==> config.mk <==
export PLATFORM = sky130hd
export DESIGN_NAME = uart_rx_framer
export DESIGN_NICKNAME = d
export VERILOG_FILES = /design/src/rtl/uart_pkg.sv /design/src/rtl/uart_tick_gen.sv /design/src/rtl/uart_rx_framer.sv
export SDC_FILE = /design/constraint.sdc
export NUM_CORES = 1
export LEC_CHECK = 0
export ABC_AREA = 1
export ABC_CLOCK_PERIOD_IN_PS = 1750
export CORE_ASPECT_RATIO = 0.8
export CORE_MARGIN = 3
export CORE_UTILIZATION = 40
export CTS_CLUSTER_DIAMETER = 30
export DETAILED_ROUTE_END_ITERATION = 10
export DONT_BUFFER_PORTS = 1
export PLACE_DENSITY = 0.5
export SYNTH_ARGS = -nofsm -noshare
export SYNTH_HDL_FRONTEND = slang
export SYNTH_SLANG_ARGS = --single-unit
==> constraint.sdc <==
create_clock -name clk -period 1.75 [get_ports clk]
set_input_delay 0.525 -clock clk [delete_from_list [all_inputs] [get_ports clk]]
set_output_delay 0.525 -clock clk [all_outputs]
set_load 0.05 [all_outputs]
==> src/rtl/uart_pkg.sv <==
// Shared types and helpers for the UART receive path.
// Sample indices and tick divisor are derived from the oversample rate.
package uart_pkg;

  typedef enum logic [2:0] {
    IDLE,
    START,
    DATA,
    STOP,
    WAIT_IDLE
  } rx_state_t;

  localparam int DEF_OVERSAMPLE = 16;

  function automatic int vote_lo(input int os);
    return os / 2 - 1;
  endfunction

  function automatic int vote_mid(input int os);
    return os / 2;
  endfunction

  function automatic int vote_hi(input int os);
    return os / 2 + 1;
  endfunction

  function automatic int last_sample(input int os);
    return os - 1;
  endfunction

  function automatic int tick_div(
    input int clk_freq,
    input int baud,
    input int os
  );
    return clk_freq / (baud * os);
  endfunction

  localparam int VOTE_LO     = vote_lo(DEF_OVERSAMPLE);
  localparam int VOTE_MID    = vote_mid(DEF_OVERSAMPLE);
  localparam int VOTE_HI     = vote_hi(DEF_OVERSAMPLE);
  localparam int LAST_SAMPLE = last_sample(DEF_OVERSAMPLE);

endpackage

==> src/rtl/uart_tick_gen.sv <==
// Oversample tick generator: one-cycle pulse every TICK_DIV clocks.
// align restarts the period so the sample phase follows an external edge.
module uart_tick_gen #(
  parameter int TICK_DIV = 54
) (
  input  logic clk,
  input  logic reset,
  input  logic align,
  output logic tick
);

  localparam int CW = (TICK_DIV > 1) ? $clog2(TICK_DIV) : 1;
  localparam logic [CW-1:0] LAST = CW'(TICK_DIV - 1);

  logic [CW-1:0] cnt;

  assign tick = !align && (cnt == LAST);

  always_ff @(posedge clk or posedge reset) begin
    if (reset) begin
      cnt <= '0;
    end else if (align || cnt == LAST) begin
      cnt <= '0;
    end else begin
      cnt <= cnt + CW'(1);
    end
  end

endmodule

==> src/rtl/uart_rx_framer.sv <==
// 8N1 oversampling UART receiver with start qualification,
// 2-of-3 bit voting, stop-bit check and byte/framing strobes.
module uart_rx_framer
  import uart_pkg::*;
#(
  parameter int CLK_FREQ   = 100_000_000,
  parameter int BAUD_RATE  = 115200,
  parameter int OVERSAMPLE = 16
) (
  input  logic       clk,
  input  logic       reset,
  input  logic       uart_rx,
  output logic [7:0] rx_byte,
  output logic       rx_valid,
  output logic       frame_err,
  output logic       busy
);

  localparam int TDIV = tick_div(CLK_FREQ, BAUD_RATE, OVERSAMPLE);
  localparam int SW   = $clog2(OVERSAMPLE);

  localparam logic [SW-1:0] S_LO   = SW'(vote_lo(OVERSAMPLE));
  localparam logic [SW-1:0] S_MID  = SW'(vote_mid(OVERSAMPLE));
  localparam logic [SW-1:0] S_HI   = SW'(vote_hi(OVERSAMPLE));
  localparam logic [SW-1:0] S_LAST = SW'(last_sample(OVERSAMPLE));

  logic [1:0]    sync_q;
  logic          rx_s;
  logic          tick;
  logic          align;

  rx_state_t     state, state_n;
  logic [SW-1:0] s_q, s_n;
  logic [2:0]    b_q, b_n;
  logic [7:0]    sh_q, sh_n;
  logic [1:0]    v_q, v_n;
  logic [7:0]    byte_q, byte_n;
  logic          valid_q, valid_n;
  logic          ferr_q, ferr_n;

  logic          vote;
  logic          at_hi;
  logic          at_last;

  always_ff @(posedge clk or posedge reset) begin
    if (reset) begin
      sync_q <= 2'b11;
    end else begin
      sync_q <= {sync_q[0], uart_rx};
    end
  end

  assign rx_s = sync_q[1];

  uart_tick_gen #(
    .TICK_DIV(TDIV)
  ) u_tick (
    .clk  (clk),
    .reset(reset),
    .align(align),
    .tick (tick)
  );

  assign vote = (v_q[0] & v_q[1])
              | (v_q[0] & rx_s)
              | (v_q[1] & rx_s);

  assign at_hi   = tick && (s_q == S_HI);
  assign at_last = tick && (s_q == S_LAST);

  always_comb begin
    state_n = state;
    s_n     = s_q;
    b_n     = b_q;
    sh_n    = sh_q;
    v_n     = v_q;
    byte_n  = byte_q;
    valid_n = 1'b0;
    ferr_n  = 1'b0;
    align   = 1'b0;

    if (tick) begin
      s_n = s_q + SW'(1);
      if (s_q == S_LO) v_n[0] = rx_s;
      if (s_q == S_MID) v_n[1] = rx_s;
    end

    unique case (state)
      IDLE: begin
        if (!rx_s) begin
          state_n = START;
          s_n     = '0;
          align   = 1'b1;
        end
      end
      START: begin
        // a start bit that votes high was only a glitch
        if (at_hi && vote) begin
          state_n = IDLE;
        end else if (at_last) begin
          state_n = DATA;
          b_n     = '0;
        end
      end
      DATA: begin
        if (at_hi) sh_n = {vote, sh_q[7:1]};
        if (at_last) begin
          if (b_q == 3'd7) state_n = STOP;
          else b_n = b_q + 3'd1;
        end
      end
      STOP: begin
        // leave mid stop bit so a back-to-back start edge is seen
        if (at_hi) begin
          if (vote) begin
            byte_n  = sh_q;
            valid_n = 1'b1;
            state_n = IDLE;
          end else begin
            ferr_n  = 1'b1;
            state_n = WAIT_IDLE;
          end
        end
      end
      WAIT_IDLE: begin
        if (rx_s) state_n = IDLE;
      end
      default: state_n = IDLE;
    endcase
  end

  always_ff @(posedge clk or posedge reset) begin
    if (reset) begin
      state   <= IDLE;
      s_q     <= '0;
      b_q     <= '0;
      sh_q    <= '0;
      v_q     <= '0;
      byte_q  <= '0;
      valid_q <= 1'b0;
      ferr_q  <= 1'b0;
    end else begin
      state   <= state_n;
      s_q     <= s_n;
      b_q     <= b_n;
      sh_q    <= sh_n;
      v_q     <= v_n;
      byte_q  <= byte_n;
      valid_q <= valid_n;
      ferr_q  <= ferr_n;
    end
  end

  assign rx_byte   = byte_q;
  assign rx_valid  = valid_q;
  assign frame_err = ferr_q;
  assign busy      = (state != IDLE);

endmodule

### Word level (Yosys, flattened, before mapping)

Index checks and enable logic that the tools add are counted.

| word-level totals | value |
|---|---|
| latch bits | 0 |
| RAM bits | 0 |
| word-level logic and storage cells | 79 |
| register bits after elaboration | 38 |
| bits in read-only memories | 0 |
| memories kept | 0 |

| cells by class | value |
|---|---|
| multiplexer cells | 26 |
| equality and inequality tests | 19 |
| reductions and logical operators | 15 |
| divide/modulo/power cells | 0 |
| $add $sub $neg | 3 |
| $mul | 0 |
| shifts and indexed selects | 0 |
| magnitude comparators | 0 |
| bitwise logic cells | 5 |

Operators with widths:

| operator | number |
|---|---|
| $mux W3 | 12 |
| $ne A2 B2 Y1 const B | 8 |
| $pmux W3 S5 | 1 |
| $eq A4 B4 Y1 const B | 3 |
| $mux W4 | 3 |
| $mux W1 | 8 |
| $add A6 B1 Y6 const B | 1 |
| $eq A3 B2 Y1 const B | 2 |
| $eq A3 B3 Y1 const B | 2 |
| $eq A6 B6 Y1 const B | 1 |
| $mux W6 | 1 |
| $pmux W3 S2 | 1 |
| $reduce_and A2 Y1 | 3 |
| $reduce_and A6 Y1 | 1 |
| $reduce_and A5 Y1 | 1 |
| $add A4 B1 Y4 const B | 1 |
| $eq A4 B3 Y1 const B | 1 |
| $logic_and A1 B1 Y1 | 4 |
| $add A3 B1 Y3 const B | 1 |
| $and A1 B1 Y1 | 3 |
| $eq A3 B1 Y1 const B | 1 |
| $logic_not A3 Y1 | 1 |
| $ne A3 B3 Y1 const B | 1 |
| $reduce_and A3 Y1 | 1 |
| other kinds (5) | 6 |

### Depth between registers and ports, before layout

Gate-level depths: netlist of the first run.

| logic depth | value |
|---|---|
| depth after elaboration | 8 |
| mapped depth | 11 |
| depth with buffers taken out | 11 |

### Hierarchy

A second synthesis of the first run with hierarchy kept.

| second synthesis, totals | value |
|---|---|
| cell total of the unflattened synthesis | 204 |
| area, all modules | 1819.2 um2 |

Modules (own cells, without submodules):

| module | cells an instance | area each (um2) | times used | sequential area each (um2) |
|---|---|---|---|---|
| uart_rx_framer | 169 | 1492.7 | 1 | 803.3 |
| uart_tick_gen | 35 | 326.6 | 1 | 150.1 |

### Least setup slack after synthesis of the first run

OpenSTA, ideal clock, no wires.

| timing | value |
|---|---|
| path type | reg2reg |
| start point | reg s_q[1] |
| end point | reg byte_q[3] (netlist: rx_byte[3]) |
| data required time | 1.630 ns |
| arrival time | 1.390 ns |
| slack | 0.240 ns |
| path buffers | 1 |
| cell stages (with the launch flop) | 11 |
| library setup time | 0.120 ns |
| cells stage by stage | dfrtp_1 > inv_1 > ha_1 > inv_1 > nor2_1 > nand3_4 > inv_2 > nand3_4 > buf_6 > nand2_1 > o21ai_2 |

| on the way | value |
|---|---|
| word-level cells in the longest chain between the ends | 3 |

RTL lines:

| element | RTL line | text |
|---|---|---|
| start: declaration | uart_rx_framer.sv:33 | `logic [SW-1:0] s_q, s_n;` |
| start signal: assignment | uart_rx_framer.sv:144 | `s_q <= s_n;` |
| $eq A4 B4 Y1 | uart_rx_framer.sv:68 | `assign at_hi = tick && (s_q == S_HI);` |
| $logic_and A1 B1 Y1 | uart_rx_framer.sv:68 |  |
| $reduce_and A3 Y1 (no source line) | n/a |  |
| end signal: assignment | uart_rx_framer.sv:148 | `byte_q <= byte_n;` |
| end: declaration | uart_rx_framer.sv:37 | `logic [7:0] byte_q, byte_n;` |

Every way passes these cells.
A chain may end at the register's enable or synchronous reset.

### Worst setup path after layout of the first run

| timing | value |
|---|---|
| start point | reg state[2] |
| end point | out busy |

| on the way | value |
|---|---|
| word-level cells in the longest chain between the ends | 1 |

RTL lines:

| element | RTL line | text |
|---|---|---|
| start: declaration | uart_rx_framer.sv:32 | `rx_state_t state, state_n;` |
| start signal: assignment | uart_rx_framer.sv:143 | `state <= state_n;` |
| $reduce_bool A3 Y1 | uart_rx_framer.sv:157 | `assign busy = (state != IDLE);` |
| end: declaration | uart_rx_framer.sv:16 | `output logic busy` |

Every way passes these cells.

==> summary.md, run 1 <==
| Metric | Value |
|---|---|
| Rel. slew slack | `0.674` |
| Max Clock Freq | `601 MHz` |
| Worst Path Required | `approximately 1.2 ns` |
| YS warnings | `0` |
| Status | `complete, no violations` |
| Vias in the first global route | `1248` |
| Num rows | `21` |
| Final setup vio count | `0` |
| Worst-path maximum fanout | `7` |
| Ant diodes | `0` |
| First-pass DRT Iterations | `4` |
| Post-Synthesis Cells | `200` |
| ANT nets after route | `0` |
| Clk sinks | `38` |
| Chip height | `66.8 um` |
| Reg clk slew, reported paths | `roughly 0.07 ns` |
| Final instance area | `2060 um2` |
| WS Path Type | `reg -> out` |
| Area leader, netlist | `dfrtp_1` |
| First-pass GRT wire length | `5470 um` |
| Worst-Skew Late Latency | `0.28 ns` |
| Vias per cell | `4.81` |
| Sequential power share | `0.580` |
| Worst-Margin Slew | `0.487 ns` |
| VDD IR max | `0.369 mV` |
| Most common flop cell mapped by yosys | `dfrtp_1` |
| Root buf cell | `clkbuf_8` |
| Number of flops mapped to enable cells by yosys | `0` |
| I/O pin cnt | `14` |
| Gate power share | `0.014` |
| Clock share of power | `0.407` |
| Grt ovf | `0` |
| Syn Nets | `210` |
| Initial core utilization | `0.429` |
| Clock skew | `around 0.0059 ns` |
| Worst Setup End Kind | `output port` |
| CTS Hold Bufs | `0` |
| Detailed router's first-iteration violation count | `80` |
| PwrDens | `around 740 nW/um2` |
| Overall routing resource usage | `0.135` |
| Die width | `between 80 and 90 um` |
| Clock Tree Buf Depth | `2` |
| Net Sw Power | `0.324 mW` |
| Post-layout minimum cycle time | `1.66 ns` |
| Layout area overhead | `11.8%` |
| Hold Fails Final Rpt | `0` |
| Drt drc | `0` |
| Register area share after synthesis | `0.516` |
| Leak | `0.960 nW` |
| Async S/R FF share, synth | `1.00` |
| Initial antenna violation count | `0` |
| WHS Path Cells | `0` |
| Core Area | `approximately 4300 um2` |
| Synth area leaders | `dfrtp_1 49%, nand2_1 11%, inv_1 5.5%, ha_1 4.7%, o21ai_0 3.8%` |
| Synth cell types | `29` |
| Crit share post-route | `0.951` |
| Layout Utilization | `0.479` |
| Register-to-Register Path Depth | `11` |
| Internal power | `1.20 mW` |
| Via count | `1294` |
| Startpoint type of the worst setup path | `flop` |
| Die footprint | `around 5500 um2` |
| CTS tree | `yes` |
| Wire length per cell | `roughly 12 um` |
| Fin nets | `221` |
| Synthesized flop and latch total | `38` |
| Layout cells sized above 1 | `0.179` |
| Synth top area share | `0.488` |
| Slew Limit Fails | `0` |
| Final WL | `3360 um` |
| Min-delay worst type | `in -> reg` |
| Largest net degree at the start of global routing | `39` |
| Switching share of power | `0.212` |
| Post-synthesis area per instance | `9.23 um2` |
| TNS Setup | `0 ns` |
| Max-cap viol count | `0` |
| H-tree depth | `2` |
| WP data arrival | `between 1 and 1.5 ns` |
| Post-Syn Area | `1850 um2` |
| IO buf count | `0` |
| Gpl congestion | `0.820` |
| Final HPWL DP | `2320 um` |
| Cell Area, Placed | `1910 um2` |
| Num CTS Buffers | `5` |
==> cell type report <==
class	instances	area, um2
Multi-Input combinational cell	132	783
Inverter	29	109
Fill cell	433	2240
Sequential cell	38	956
Clock inverter	2	12.5
Timing Repair Buffer	5	50.0
Tap cell	57	71.3
Clock buffer	6	82.6
==> synth_stat cells (all sizes together), types with 2 or more instances <==
master	instances
buf	2
o21ai	24
ha	7
inv	29
nand4	4
nand2	56
dfstp	2
dfrtp	36
nand3	12
nor3b	2
nor2	16
nor3	2
a21oi	2
==> routing by layer <==
layer,share of wire,global-route usage
met5,0,0
met4,0.0086,0.0643
met3,0.036,0.0459
met2,0.46,0.223
met1,0.49,0.155
==> flip-flops by register name (all words and copies together), names as in the netlist <==
name / count
sh_q: 8
frame_err: 1
b_q: 3
sync_q: 2
rx_byte: 8
rx_valid: 1
v_q: 2
s_q: 4
state: 3
u_tick.cnt: 6
==> power groups by stage <==
stage               clock, mW  combinational [mW]  sequential (mW)
floorplan                   0              0.0150            0.900
global placement            0              0.0221            0.901
detailed placement          0              0.0226            0.901
CTS                     0.651              0.0227            0.883
global route            0.690              0.0250            0.884
finish                  0.620              0.0208            0.883
==> worst max-delay path, cell delays in order (launching register included) <==
cell,delay [ns]
dfrtp_2,0.48
inv_2,0.12
nand2_1,0.06
buf_4,0.19
==> cells in the final DEF (no fill, tap or decap), types with 2 or more instances in the layout <==
master,synthesis,routed
nand3_1,8,8
nand3_4,3,4
nor3b_1,2,2
o21ai_1,2,2
dfrtp_2,0,2
nor2_4,3,3
nand2_1,56,56
inv_2,2,2
dfrtp_1,36,34
ha_1,7,7
o21ai_0,14,14
clkbuf_8,0,6
a21oi_1,2,2
o21ai_2,8,8
nand4_1,4,4
dfstp_2,2,2
inv_1,27,27
nor2_1,11,11
buf_4,1,4
==> cells by family after synthesis <==
logic type	Yosys count	share of synthesized area
AOI/OAI and AO/OA	28	0.0949
xor gates and xnor gates	1	0.00474
adders and majority gates	7	0.0474
buffers and inverters	31	0.0691
DFF	38	0.516
and+or+nand+nor	95	0.268
==> per-stage QoR <==
step                      worst slack [ns]  hold WS, ns  cells  power (mW)
final                               0.0856        0.231    269        1.52
after global routing             -0.000280        0.207    269        1.60
after CTS                           0.0247        0.217    265        1.56
after detailed placement             0.106        0.347    257       0.923
after global placement               0.136        0.348    257       0.923
after floorplan                      0.240        0.345    200       0.915
==> repair_timing <==
item,CTS,global route
pin swaps,0,1
cloned,0,1
endpoints found under the setup margin,1,12
resized for setup,2,1
buffers inserted,0,3
==> final timing paths <==
| path | startpoint | endpoint | slack, ns |
|---|---|---|---|
| max | state[2]$_DFFE_PP0P_ | busy | 0.09 |
| min | uart_rx | sync_q[0]$_DFF_PP1_ | 0.23 |
| max reg2reg | u_tick.cnt[1]$_DFF_PP0_ | state[0]$_DFFE_PP0P_ | 0.09 |
| min reg2reg | sync_q[0]$_DFF_PP1_ | sync_q[1]$_DFF_PP1_ | 0.36 |
| max in group asynchronous | reset | state[0]$_DFFE_PP0P_ | 1.15 |
| min in group asynchronous | reset | sh_q[7]$_DFFE_PP0P_ | 0.24 |
No activity file was read; power rests on OpenSTA's default activity.
==> inputs of run 2 (changes only) <==
--- a/config.mk
+++ b/config.mk
@@ -13,7 +13,10 @@
 export CTS_CLUSTER_DIAMETER = 30
 export DETAILED_ROUTE_END_ITERATION = 10
 export DONT_BUFFER_PORTS = 1
+export GPL_ROUTABILITY_DRIVEN = 0
 export PLACE_DENSITY = 0.5
+export SLEW_MARGIN = 20
 export SYNTH_ARGS = -nofsm -noshare
 export SYNTH_HDL_FRONTEND = slang
+export SYNTH_HIERARCHICAL = 1
 export SYNTH_SLANG_ARGS = --single-unit
==> run 2 against run 1 <==
Critical path depth increased by 8. Clock skew barely moved. Clock power is essentially flat. Sequential cell count is the same. Sequential share of layout area shrank 3.9 points. Global-route usage rose by 2.7 points.
==> summary.md, run 2 <==
| Metric | Value |
|---|---|
| Status | `complete, no violations` |
| Grt ovf | `0 (unchanged)` |
| Startpoint type of the worst setup path | `flop` |
| Fin nets | `241 (+9.0%)` |
| Num rows | `21 (unchanged)` |
| IO buf count | `0 (unchanged)` |
| Die footprint | `5400 um2 (-1.4%)` |
| Post-layout minimum cycle time | `1.70 ns (+0.0340 ns)` |
| Core Area | `4280 um2 (-0.61%)` |
| Most common library cell in the layout ignoring fill and taps | `nand2_1` |
| Synth top area share | `0.495 (+0.00738)` |
| Clk sinks | `38 (unchanged)` |
| Final setup vio count | `0 (unchanged)` |
| Register area share after synthesis | `0.524 (+0.00781)` |
| Vias per cell | `4.79 (-0.45%)` |
| Post-Syn Area | `1820 um2 (-1.5%)` |
| Initial antenna violation count | `0 (unchanged)` |
| Storage element area | `956 um2 (unchanged)` |
| Worst-Skew Late Latency | `0.28 ns (about the same)` |
| Slowest CP cell | `dfrtp_1` |
| Post-Synthesis Cells | `204 (+2.0%)` |
| Leak | `1.05 nW (+9.0%)` |
| YS warnings | `6 (+6)` |
| Overall routing resource usage | `0.162 (+0.0271)` |
| Number of flops mapped to enable cells by yosys | `0 (unchanged)` |
| Async S/R FF share, synth | `1.00 (unchanged)` |
| Final WS setup | `0.0516 ns (-0.0340 ns)` |
| Root buf cell | `clkbuf_8` |
| Unrepaired setup endpoints after global routing | `yes` |
| Via count | `1384 (+7.0%)` |
| Max-cap viol count | `0 (unchanged)` |
| Hold Fails Final Rpt | `0 (unchanged)` |
| First-pass GRT wire length | `6620 um (+21%)` |
| Most common cell in the netlist | `nand2_1` |
| Cell Area, Placed | `2040 um2 (+6.7%)` |
| Ant diodes | `0 (unchanged)` |
| Worst-path maximum fanout | `9 (+2)` |
| Slew Limit Fails | `0 (unchanged)` |
| Synth cell count leaders | `51 x nand2_1, 36 x dfrtp_1, 24 x inv_1` |
| Final instance area | `2250 um2 (+9.1%)` |
| Most common flop cell mapped by yosys | `dfrtp_1` |
| Worst Path Required | `1.93 ns (+0.71 ns)` |
| Area leader, netlist | `dfrtp_1` |
| Largest net degree at the start of global routing | `33 (-15%)` |
| ANT nets after route | `0 (unchanged)` |
| Initial core utilization | `0.425 (-0.00380)` |
| Drt drc | `0 (unchanged)` |
| Fillers | `395 (-8.8%)` |
| Clock Tree Buf Depth | `2 (unchanged)` |
| Max Clock Freq | `589 MHz (-2.0%)` |
| Reg clk slew, reported paths | `0.08 ns (about the same)` |
| Most frequent cells in the layout | `46 x nand2_1, 34 x dfrtp_1, 23 x inv_1` |
| H-tree depth | `2 (unchanged)` |
| Post-synthesis area per instance | `8.92 um2 (-3.4%)` |
| Min-delay worst type | `in -> async` |
| Syn Nets | `214 (+1.9%)` |
| Final HPWL DP | `2600 um (+12%)` |
| Rel. slew slack | `0.670 (-0.00414)` |
| Largest stage delay, worst path | `0.39 ns (-0.09 ns)` |
| Routing usage on met1 | `0.220 (+0.0649)` |
| VDD IR max | `0.472 mV (+28%)` |
| Synth cell types | `30 (+3.4%)` |
| Wire length per cell | `12.6 um (+0.84%)` |
| PwrDens | `677 nW/um2 (-8.3%)` |
| Most common cell on crit path | `nand2_2` |
| WS Path Type | `reg -> reg` |
| First-pass DRT Iterations | `4 (unchanged)` |
| Die width | `81.4 um (-0.70%)` |
| I/O pin cnt | `14 (unchanged)` |
| Layout area overhead | `23.8%` |
| Worst-Margin Slew | `0.495 ns (+0.00801 ns)` |
| Clock skew | `0.00548 ns (-0.000431 ns)` |
| Detailed router's first-iteration violation count | `75 (-6.3%)` |
| Chip height | `66.3 um (-0.68%)` |
| Synth area leaders | `dfrtp_1 50%, nand2_1 11%, inv_1 5.0%, ha_1 4.8%, nor2_1 3.5%` |
| Multi-input gate area | `815 um2 (+4.0%)` |
| Worst Setup End Kind | `flop` |
| Layout cells sized above 1 | `0.272 (+0.0923)` |
| Busiest layer in global routing | `met2` |
| CTS tree | `yes` |
| Grt met2 use | `0.250 (+0.0272)` |
| Vias in the first global route | `1432 (+15%)` |
| Num CTS Buffers | `5 (unchanged)` |
| Synthesized flop and latch total | `38 (unchanged)` |
| Worst slack at placement | `-0.0389 ns (-0.144 ns)` |
| Final WL | `3640 um (+8.3%)` |
| Hold WS | `0.0400 ns (-0.191 ns)` |
| CP cell instances | `inv_2 -> ha_4 -> nand3_4 -> nor2_4 -> nand2_2 -> nor2_2 -> nand2_2 -> nor3_4 -> buf_12 -> nand2_1 -> o21a_1` |
| Crit share post-route | `0.971 (+0.0194)` |
| Met3 Track Usage GR | `0.0477 (+0.00174)` |
| CTS Hold Bufs | `0 (unchanged)` |
| WP data arrival | `1.88 ns (+0.74 ns)` |
[run 2: cell count changes in the layout (fill, tap and decap cells not counted), sizes merged, moves of 5 or more]
cell | previous run | this run
buf | 5 | 22
o21ai | 24 | 14
nor2 | 16 | 22
o21a | 1 | 6
[run 2: power breakdown]
group / switching (mW) / total, mW / internal, mW
registers: 0.00198 / 0.884 / 0.882
logic: 0.0199 / 0.0237 / 0.00375
clock network: 0.300 / 0.618 / 0.318
[run 2: path summary, 6_finish.rpt]
check	cells after the start	slack, ns	to	from
min in group clk	0	0.24	sync_q[0]$_DFF_PP1_	uart_rx
setup / recovery	11	0.05	rx_byte[7]$_DFFE_PP0P_	u_tick/cnt[1]$_DFF_PP0_
hold / removal	1	0.04	u_tick/cnt[2]$_DFF_PP0_	reset
setup reg to reg	11	0.05	rx_byte[7]$_DFFE_PP0P_	u_tick/cnt[1]$_DFF_PP0_
max in group asynchronous	2	1.22	sync_q[1]$_DFF_PP1_	reset
hold reg to reg	0	0.36	sync_q[1]$_DFF_PP1_	sync_q[0]$_DFF_PP1_
[run 2: repair_timing]
| action | CTS | global route |
|---|---|---|
| endpoints found under the setup margin | 9 | 15 |
| setup buffers | 3 | 3 |
| resized for setup | 4 | 10 |
| gates cloned | 1 | 0 |
| pin swaps | 2 | 3 |
[run 2: critical path, delay by kind of cell (launching register included)]
family	cells	cell delay [ns]
AO/OA/AOI/OAI	1	0.10
adder cells (fa/ha/maj)	1	0.14
buffers and inverters	2	0.25
flip-flops	1	0.39
AND/OR/NAND/NOR	7	0.71
[run 2: logic make-up (layout without fill, tap and decap cells)]
kind of cell    count (synthesis)  in the layout  share of synthesized area
xor+xnor                        3              3                     0.0144
compound gates                 29             29                     0.0990
fa+ha+maj                       7              7                     0.0481
buf+inv                        30             58                     0.0681
flops                          38             38                      0.524
simple gates                   97             97                      0.246
[run 2: metal layers]
metal	share of wire	vias to the layer above	wire length, um
li1	-	707	-
met1	0.50	664	1830
met2	0.47	13	1710
met3	0.029	0	107
met4	0	0	0
met5	0	-	0
[run 2: area by class of cell]
| cell class | count | area share |
|---|---|---|
| flip-flops and latches | 38 | 0.424 |
| multi-input cells | 136 | 0.362 |
| inverters | 28 | 0.0467 |
| clock buffers | 7 | 0.0383 |
| well taps | 57 | 0.0317 |
| repair buffers | 22 | 0.0950 |
| clock inverters | 1 | 0.00222 |
[run 2: per-stage QoR]
stage / utilization / total power [mW] / std cells / setup TNS [ns]
3_5_place_dp: 0.477 / 0.927 / 274 / -0.196
2_1_floorplan: - / 0.915 / 204 / 0
5_1_grt: 0.526 / 1.59 / 289 / -0.575
6_report: 0.526 / 1.53 / 289 / 0
3_3_place_gp: 0.477 / 0.926 / 274 / 0
4_1_cts: 0.513 / 1.55 / 286 / 0
